$ cat src/rtl/full_comparator_pkg.sv
// Shared types and helpers for the cascadable magnitude comparator.
package full_comparator_pkg;

   // Running state of the MSB-to-LSB compare chain.
   typedef enum logic [1:0] {
      CMP_EQ = 2'd0,
      CMP_LT = 2'd1,
      CMP_GT = 2'd2
   } cmp_state_t;

   // Turn the cascade inputs from a more-significant stage into a chain seed.
   // gt_in wins over lt_in; an all-zero cascade means "upper part equal",
   // which is how a standalone instance is used.
   function automatic cmp_state_t cascade_decode(
      input logic lt_in,
      input logic gt_in,
      input logic eq_in
   );
      cmp_state_t seed;
      if (gt_in) begin
         seed = CMP_GT;
      end else if (lt_in) begin
         seed = CMP_LT;
      end else if (eq_in) begin
         seed = CMP_EQ;
      end else begin
         seed = CMP_EQ;
      end
      return seed;
   endfunction

endpackage

$ cat src/rtl/full_comparator_slice.sv
// One bit of the compare chain: refines an "equal so far" state with the
// local bit pair, and passes an already-decided state straight through.
module compare_slice
   import full_comparator_pkg::*;
(
   input  cmp_state_t state_in,
   input  logic       a_bit,
   input  logic       b_bit,
   input  logic       swap,
   output cmp_state_t state_out
);

   logic effA_s;
   logic effB_s;

   // Swapping operands on the sign bit makes a set sign bit read as "smaller".
   assign effA_s = swap ? b_bit : a_bit;
   assign effB_s = swap ? a_bit : b_bit;

   // Decide this bit only while the more-significant bits are still equal.
   always_comb begin
      state_out = CMP_EQ;
      case (state_in)
         CMP_EQ: begin
            if (effA_s & ~effB_s) begin
               state_out = CMP_GT;
            end else if (~effA_s & effB_s) begin
               state_out = CMP_LT;
            end else begin
               state_out = CMP_EQ;
            end
         end
         CMP_LT:  state_out = CMP_LT;
         CMP_GT:  state_out = CMP_GT;
         default: state_out = CMP_EQ;
      endcase
   end

endmodule

$ cat src/rtl/full_comparator.sv
// Registered, cascadable WIDTH-bit magnitude comparator (unsigned or signed).
// Result and valid are registered; there is no input-to-output path.
module full_comparator
   import full_comparator_pkg::*;
#(
   parameter int WIDTH  = 8,
   parameter bit SIGNED = 1'b0
)
(
   input  logic             clk,
   input  logic             rst,
   input  logic             in_valid,
   input  logic             lt_in,
   input  logic             gt_in,
   input  logic             eq_in,
   input  logic [WIDTH-1:0] a,
   input  logic [WIDTH-1:0] b,
   output logic             out_valid,
   output logic             lt,
   output logic             gt,
   output logic             eq
);

   // chainState_s[WIDTH] is the cascade seed, chainState_s[0] the final verdict.
   cmp_state_t chainState_s [WIDTH:0];

   logic nextLt_s;
   logic nextGt_s;
   logic nextEq_s;

   logic validReg_r;
   logic ltReg_r;
   logic gtReg_r;
   logic eqReg_r;

   assign chainState_s[WIDTH] = cascade_decode(lt_in, gt_in, eq_in);

   for (genvar i = 0; i < WIDTH; i++) begin : gSlice
      localparam bit swapMsb = SIGNED && (i == WIDTH - 1);

      compare_slice uSlice (
         .state_in  (chainState_s[i+1]),
         .a_bit     (a[i]),
         .b_bit     (b[i]),
         .swap      (swapMsb),
         .state_out (chainState_s[i])
      );
   end

   // Decode the final chain state into one-hot lt/gt/eq.
   always_comb begin
      nextLt_s = 1'b0;
      nextGt_s = 1'b0;
      nextEq_s = 1'b0;
      case (chainState_s[0])
         CMP_LT:  nextLt_s = 1'b1;
         CMP_GT:  nextGt_s = 1'b1;
         CMP_EQ:  nextEq_s = 1'b1;
         default: nextEq_s = 1'b1;
      endcase
   end

   // Valid follows in_valid every cycle; the result only loads on valid input.
   always_ff @(posedge clk or posedge rst) begin
      if (rst) begin
         validReg_r <= 1'b0;
         ltReg_r    <= 1'b0;
         gtReg_r    <= 1'b0;
         eqReg_r    <= 1'b0;
      end else begin
         validReg_r <= in_valid;
         if (in_valid) begin
            ltReg_r <= nextLt_s;
            gtReg_r <= nextGt_s;
            eqReg_r <= nextEq_s;
         end
      end
   end

   assign out_valid = validReg_r;
   assign lt        = ltReg_r;
   assign gt        = gtReg_r;
   assign eq        = eqReg_r;

endmodule

$ cat config.mk
export PLATFORM = sky130hd
export DESIGN_NAME = full_comparator
export DESIGN_NICKNAME = d
export VERILOG_FILES = /design/src/rtl/full_comparator_pkg.sv /design/src/rtl/full_comparator_slice.sv /design/src/rtl/full_comparator.sv
export SDC_FILE = /design/constraint.sdc
export NUM_CORES = 1
export LEC_CHECK = 0
export CORE_AREA = 5 5 42 44
export DETAILED_ROUTE_END_ITERATION = 6
export DIE_AREA = 0 0 47 49
export PLACE_DENSITY = 0.77
export SLEW_MARGIN = 20
export SYNTH_ARGS = -nofsm -noshare
export SYNTH_HDL_FRONTEND = slang
export SYNTH_SLANG_ARGS = --single-unit
$ cat constraint.sdc
create_clock -name clk -period 1.1 [get_ports clk]
set_clock_uncertainty 0.2 [all_clocks]
set_input_delay 0.275 -clock clk [delete_from_list [all_inputs] [get_ports clk]]
set_output_delay 0.275 -clock clk [all_outputs]
set_load 0.005 [all_outputs]
# Word-level counts from Yosys, hierarchy flattened

Cells that the tools add are included.
W data, S select, Z words.

Reduce and logical (&&, ||, !) cells: 9
Bitwise operators: 32
Eq/ne operators: 18
Multiplexer cells: 29

Operator list:

| operator             | count |
|---|---|
| $pmux W2 S3          | 8 |
| $eq A2 B1 Y1 const B | 9 |
| $eq A2 B2 Y1 const B | 9 |
| $mux W2              | 9 |
| $and A1 B1 Y1        | 16 |
| $logic_not A2 Y1     | 8 |
| $not A1 Y1           | 16 |
| $mux W1              | 12 |
| $reduce_or A2 Y1     | 1 |

Input port bits: 22
Register bits: 4
Output and inout port bits: 4

# Longest topological paths before layout

Word-level depth: 22
Mapped depth: 7
Gate-level depth less buffers: 7

# By module

From an unflattened synthesis, not the netlist that was laid out.

Cells, all modules: 78
Area total of the unflattened synthesis: 710.7 µm²

By module, submodules not included:

| module          | area each (µm²) | cells an instance | seq. area each (µm²) | instances |
|---|---|---|---|---|
| compare_slice   | 66.3            | 8                 | 0.0                  | 8 |
| full_comparator | 180.2           | 14                | 100.1                | 1 |

# Worst setup path after synthesis

OpenSTA, ideal clock, no wires.

Kind: input -> register
Start point: in b[4]
End point: reg eqReg_r, in the netlist eq
Library setup time: 0.125 ns
Setup slack: -0.851 ns
Arrival: 1.626 ns
Stages on the path: 7
Cell sequence: nand2b_1 > maj3_2 > a21oi_2 > o21ai_2 > a21o_1 > ha_1 > mux2_2

Word-level cells in the longest chain between the ends: 15

Ends and longest elaborated chain:

| what                                         | RTL line                                                 | text |
|---|---|---|
| start: declaration                           | full_comparator.sv:17                                    | `input logic [WIDTH-1:0] b,` |
| $and A1 B1 Y1 or $not A1 Y1 (tied branches)  | full_comparator_slice.sv:27, full_comparator_slice.sv:25 |  |
| $mux W1 or $and A1 B1 Y1 (tied branches)     | full_comparator_slice.sv:27, full_comparator_slice.sv:25 |  |
| $mux W2 (*)                                  | full_comparator_slice.sv:25                              | `if (effA_s & ~effB_s) begin` |
| $pmux W2 S3 (*)                              | full_comparator_slice.sv:23                              | `case (state_in)` |
| $eq A2 B2 Y1, or another cell as far along   | full_comparator_slice.sv:23                              |  |
| $pmux W2 S3 (*)                              | full_comparator_slice.sv:23                              |  |
| $eq A2 B2 Y1, or another cell as far along   | full_comparator_slice.sv:23                              |  |
| $pmux W2 S3 (*)                              | full_comparator_slice.sv:23                              |  |
| $eq A2 B2 Y1, or another cell as far along   | full_comparator_slice.sv:23                              |  |
| $pmux W2 S3 (*)                              | full_comparator_slice.sv:23                              |  |
| $eq A2 B2 Y1, or another cell as far along   | full_comparator_slice.sv:23                              |  |
| $pmux W2 S3 (*)                              | full_comparator_slice.sv:23                              |  |
| $eq A2 B2 Y1 or $eq A2 B1 Y1 (tied branches) | full_comparator.sv:55                                    | `case (chainState_s[0])` |
| $reduce_or A2 Y1 (no line) (*)               | --                                                       |  |
| $mux W1 (*)                                  | full_comparator.sv:55                                    |  |
| named net nextEq_s                           | full_comparator.sv:29                                    | `logic nextEq_s;` |
| end signal: assignment                       | full_comparator.sv:75                                    | `eqReg_r <= nextEq_s;` |
| end: declaration                             | full_comparator.sv:34                                    | `logic eqReg_r;` |

Mark *: on every way through the listed nets, which the timed path passes. The rest lies on a longest branch.
A chain may end at the register's enable or synchronous reset.

# Worst setup path in the final report

Start point: in b[1]
End point: reg eqReg_r, in the netlist eq

Word-level cells in the longest chain between the ends: 9

Ends and longest elaborated chain:

| what                                         | RTL line |
|---|---|
| $and A1 B1 Y1 or $not A1 Y1 (tied branches)  | full_comparator_slice.sv:27, full_comparator_slice.sv:25 |
| $mux W1 or $and A1 B1 Y1 (tied branches)     | full_comparator_slice.sv:27, full_comparator_slice.sv:25 |
| $mux W2 (*)                                  | full_comparator_slice.sv:25 |
| $pmux W2 S3 (*)                              | full_comparator_slice.sv:23 |
| $eq A2 B2 Y1, or another cell as far along   | full_comparator_slice.sv:23 |
| $pmux W2 S3 (*)                              | full_comparator_slice.sv:23 |
| $eq A2 B2 Y1 or $eq A2 B1 Y1 (tied branches) | full_comparator.sv:55 |
| $reduce_or A2 Y1 (no line) (*)               | -- |
| $mux W1 (*)                                  | full_comparator.sv:55 |
| named net nextEq_s                           | full_comparator.sv:29 |

Marked as above.

==> flow_summary.toml <==
[detailed_routing]
detail-route-antenna-nets = 0
post_drt_via_cell_ratio = 4.73
num_vias = 426
drc = 0
drt-initial-drc-count = 3
firstDrtPassIters = 4
wire_per_inst_um = 12.9
routed_wl_mm = 1.16

[synthesis]
postSynthAreaPerCell_um2 = 9.19
synth-main-ff-cell = "dfrtp_1"
synth_async_sr_flop_share = 1.00
ys_seq_elements = 4
synth_compound_gate_area_share = 0.209
synth.most_common_cell = "inv_1"
synthAdderAreaFrac = 0.239
synth_xor_area_frac = 0
netlist_instances = 41
yosys.area.top_type_share = 0.266
yosysWarnings = 0
synthMuxAreaShare = 0.0897
yosys.area_share.simple = 0.146
synth_largest_area_cell = "dfrtp_1"
synth_top_family_by_area = "adder cells"
synthTopCellsByCount = "5 x inv_1, 4 x dfrtp_1, 4 x maj3_2, 4 x nor2b_1"
synth_edf_count = 0
syn_nets = 65
ys_seq_area_frac = 0.266
netlist_top_cells_area = "dfrtp_1 27%, maj3_2 12%, mux2_2 9.0%"
syn_area_um2 = 377
ys_types = 18

[clocking]
root_buffer = "clkbuf_4"
clk_latency_ns = 0.23
cts_tree = "built"
cts-buffers-inserted = 3
cts_hold_buffers = 0
clock-sinks = 4
clkTransAtPathRegs_ns = 0.04
htree_levels = 1
clockBufferDepth = 2

[worst_setup_path]
cp-end-kind = "flop"
cp_data_required_time_ns = 1.02
critical_path.max_fanout = 2
critical_path_arrival_ns = 1.74
crit_type = "in2reg"
cp-start-kind = "input pin"
cp_slowest_cell = "clkdlybuf4s50_1"
path_cells = "clkdlybuf4s50_1 -> maj3_2 -> o21a_1 -> ha_4 -> mux2_4"
critPathMaxStageDelay_ns = 0.44

[power]
p_seq_frac = 0.267
swShare = 0.294
p_switching_w = 0.000205
comb_power_share = 0.460
p_leak_nw = 0.351
ir_drop_mv = 0.435
p_per_area_mw_per_mm2 = 963
p_int_w = 0.000493
clkPwrFrac = 0.272

[global_routing]
antenna_found_initial = 0
use_met2 = 0.199
grt_use_met1 = 0.0819
gr-usage-all-layers = 0.107
grt_pass1_wl_mm = 1.70
grt_overflow_total = 0
grt_pass1_vias = 446
use_met3 = 0.0406
grt_max_degree = 5
top_usage_layer = "met2"

[final_layout]
fin_nets = 100
area_growth_pct = 92.4
insertedDiodeCount = 0
final_cell_area_um2 = 724
drive_gt1_frac = 0.635
final_cells = 90

[floorplan]
coreArea_mm2 = 0.00140
die_y_um = 49
initial_core_util = 0.269
die_area_mm2 = 0.00230
pin_count = 26
dieWidth_um = 47
row_count = 14

[status]
status = "finished, violations left"
violations = "setup timing"

[timing]
setup_viol = 7
rsz0062_at_grt = "true"
max_freq_mhz = 548
drv_slew = 0
worst_slack_ns = -0.726
slew_headroom = 0.856
fin_tns_setup_ns = -2.43
fin_crit_sh = 1.66
final_hold_viol_count = 0
tightest_slew_ns = 0.216
period_minus_slack_ns = 1.83

[place]
dpl.hpwl_um = 822
place.gp.congestion = 0.684
placed_area_um2 = 669
dp_cells = 83
io_buffers = 24
preCtsSetupSlack_ns = -1.33

[flow_run]
maxCapViolCount = 0

[hold_path]
hp-class = "in2async"
## metrics by stage
step,power (W),utilization,hold slack (ns)
floorplan,0.000313,-,-0.159
global placement,0.000477,0.478,0.268
detailed placement,0.000486,0.478,0.273
CTS,0.000691,0.517,0.0236
global route,0.000744,0.517,0.0514
finish,0.000698,0.517,0.0195
## cell usage in the layout (no fill, tap or decap)
cell type        count
nand2b_4             3
o21ai_1              1
o21ai_2              1
o21a_1               1
mux2_2               1
clkbuf_4             3
clkdlybuf4s50_1      3
ha_4                 1
buf_4                6
mux2_4               2
nor2_2               1
dfrtp_1              4
a21o_1               1
maj3_2               6
inv_1                2
inv_2                3
o211ai_1             1
buf_2               10
buf_6                2
nor2b_4              1
dlygate4sd2_1        5
o21ai_4              1
nand2_2              2
a21oi_2              3
nor2b_1              3
a21oi_1              1
ha_2                 1
clkdlybuf4s15_1      4
o22ai_1              1
## state kept, by name, summed over array words and instances, names as in the netlist
signal	cells
out_valid	1
gt	1
eq	1
lt	1
## cells by family after synthesis
| kind of cell | Yosys count |
|---|---|
| AO/OA/AOI/OAI | 11 |
| AND/OR/NAND/NOR | 10 |
| adder cells (fa/ha/maj) | 8 |
| buffers and inverters | 5 |
| flip-flops | 4 |
| multiplexers | 3 |
## area by class of cell
type | count | area [µm²]
Clock buffer | 3 | 22.5
Tap cell | 16 | 20.0
Multi-Input combinational cell | 32 | 332
Sequential cell | 4 | 100
Timing Repair Buffer | 30 | 231
Inverter | 5 | 18.8
Fill cell | 141 | 677
## timing repair
action                                  4_1_cts  5_1_grt
endpoints found under the hold margin         0        0
endpoints found under the setup margin        7        7
resized for setup                            78        0
gates cloned                                  0        0
pin swaps                                    17        6
buffers inserted                              4        0
## path summary, 6_finish.rpt
check / startpoint / endpoint / slack (ns) / cells after the start
hold reg to reg: gt / gt / 0.33 / 1
hold / removal: rst / lt / 0.02 / 2
setup / recovery: b[1] / eq / -0.73 / 5
max in group asynchronous: rst / out_valid / 0.52 / 2
setup reg to reg: lt / lt / -0.11 / 3
min in group clk: gt / gt / 0.33 / 1
## power by group through the flow
stage | Combinational, W | Clock (W) | Sequential, W
finish | 0.000321 | 0.000190 | 0.000187
global route | 0.000349 | 0.000207 | 0.000188
CTS | 0.000317 | 0.000189 | 0.000185
detailed placement | 0.000298 | 0 | 0.000189
global placement | 0.000288 | 0 | 0.000188
floorplan | 0.000124 | 0 | 0.000190
## critical path, delay by kind of cell
family | cells | cell delay, ns
buf+inv | 1 | 0.44
fa+ha+maj | 2 | 0.57
mux | 1 | 0.24
compound gates | 1 | 0.21
## layer usage
layer | wire [µm] | vias up | part of all wire
li1 | - | 210 | -
met1 | 367 | 192 | 0.32
met3 | 126 | 4 | 0.11
met5 | 0 | - | 0
met2 | 635 | 20 | 0.55
met4 | 29 | 0 | 0.025
No activity file was read; power rests on OpenSTA's default activity.
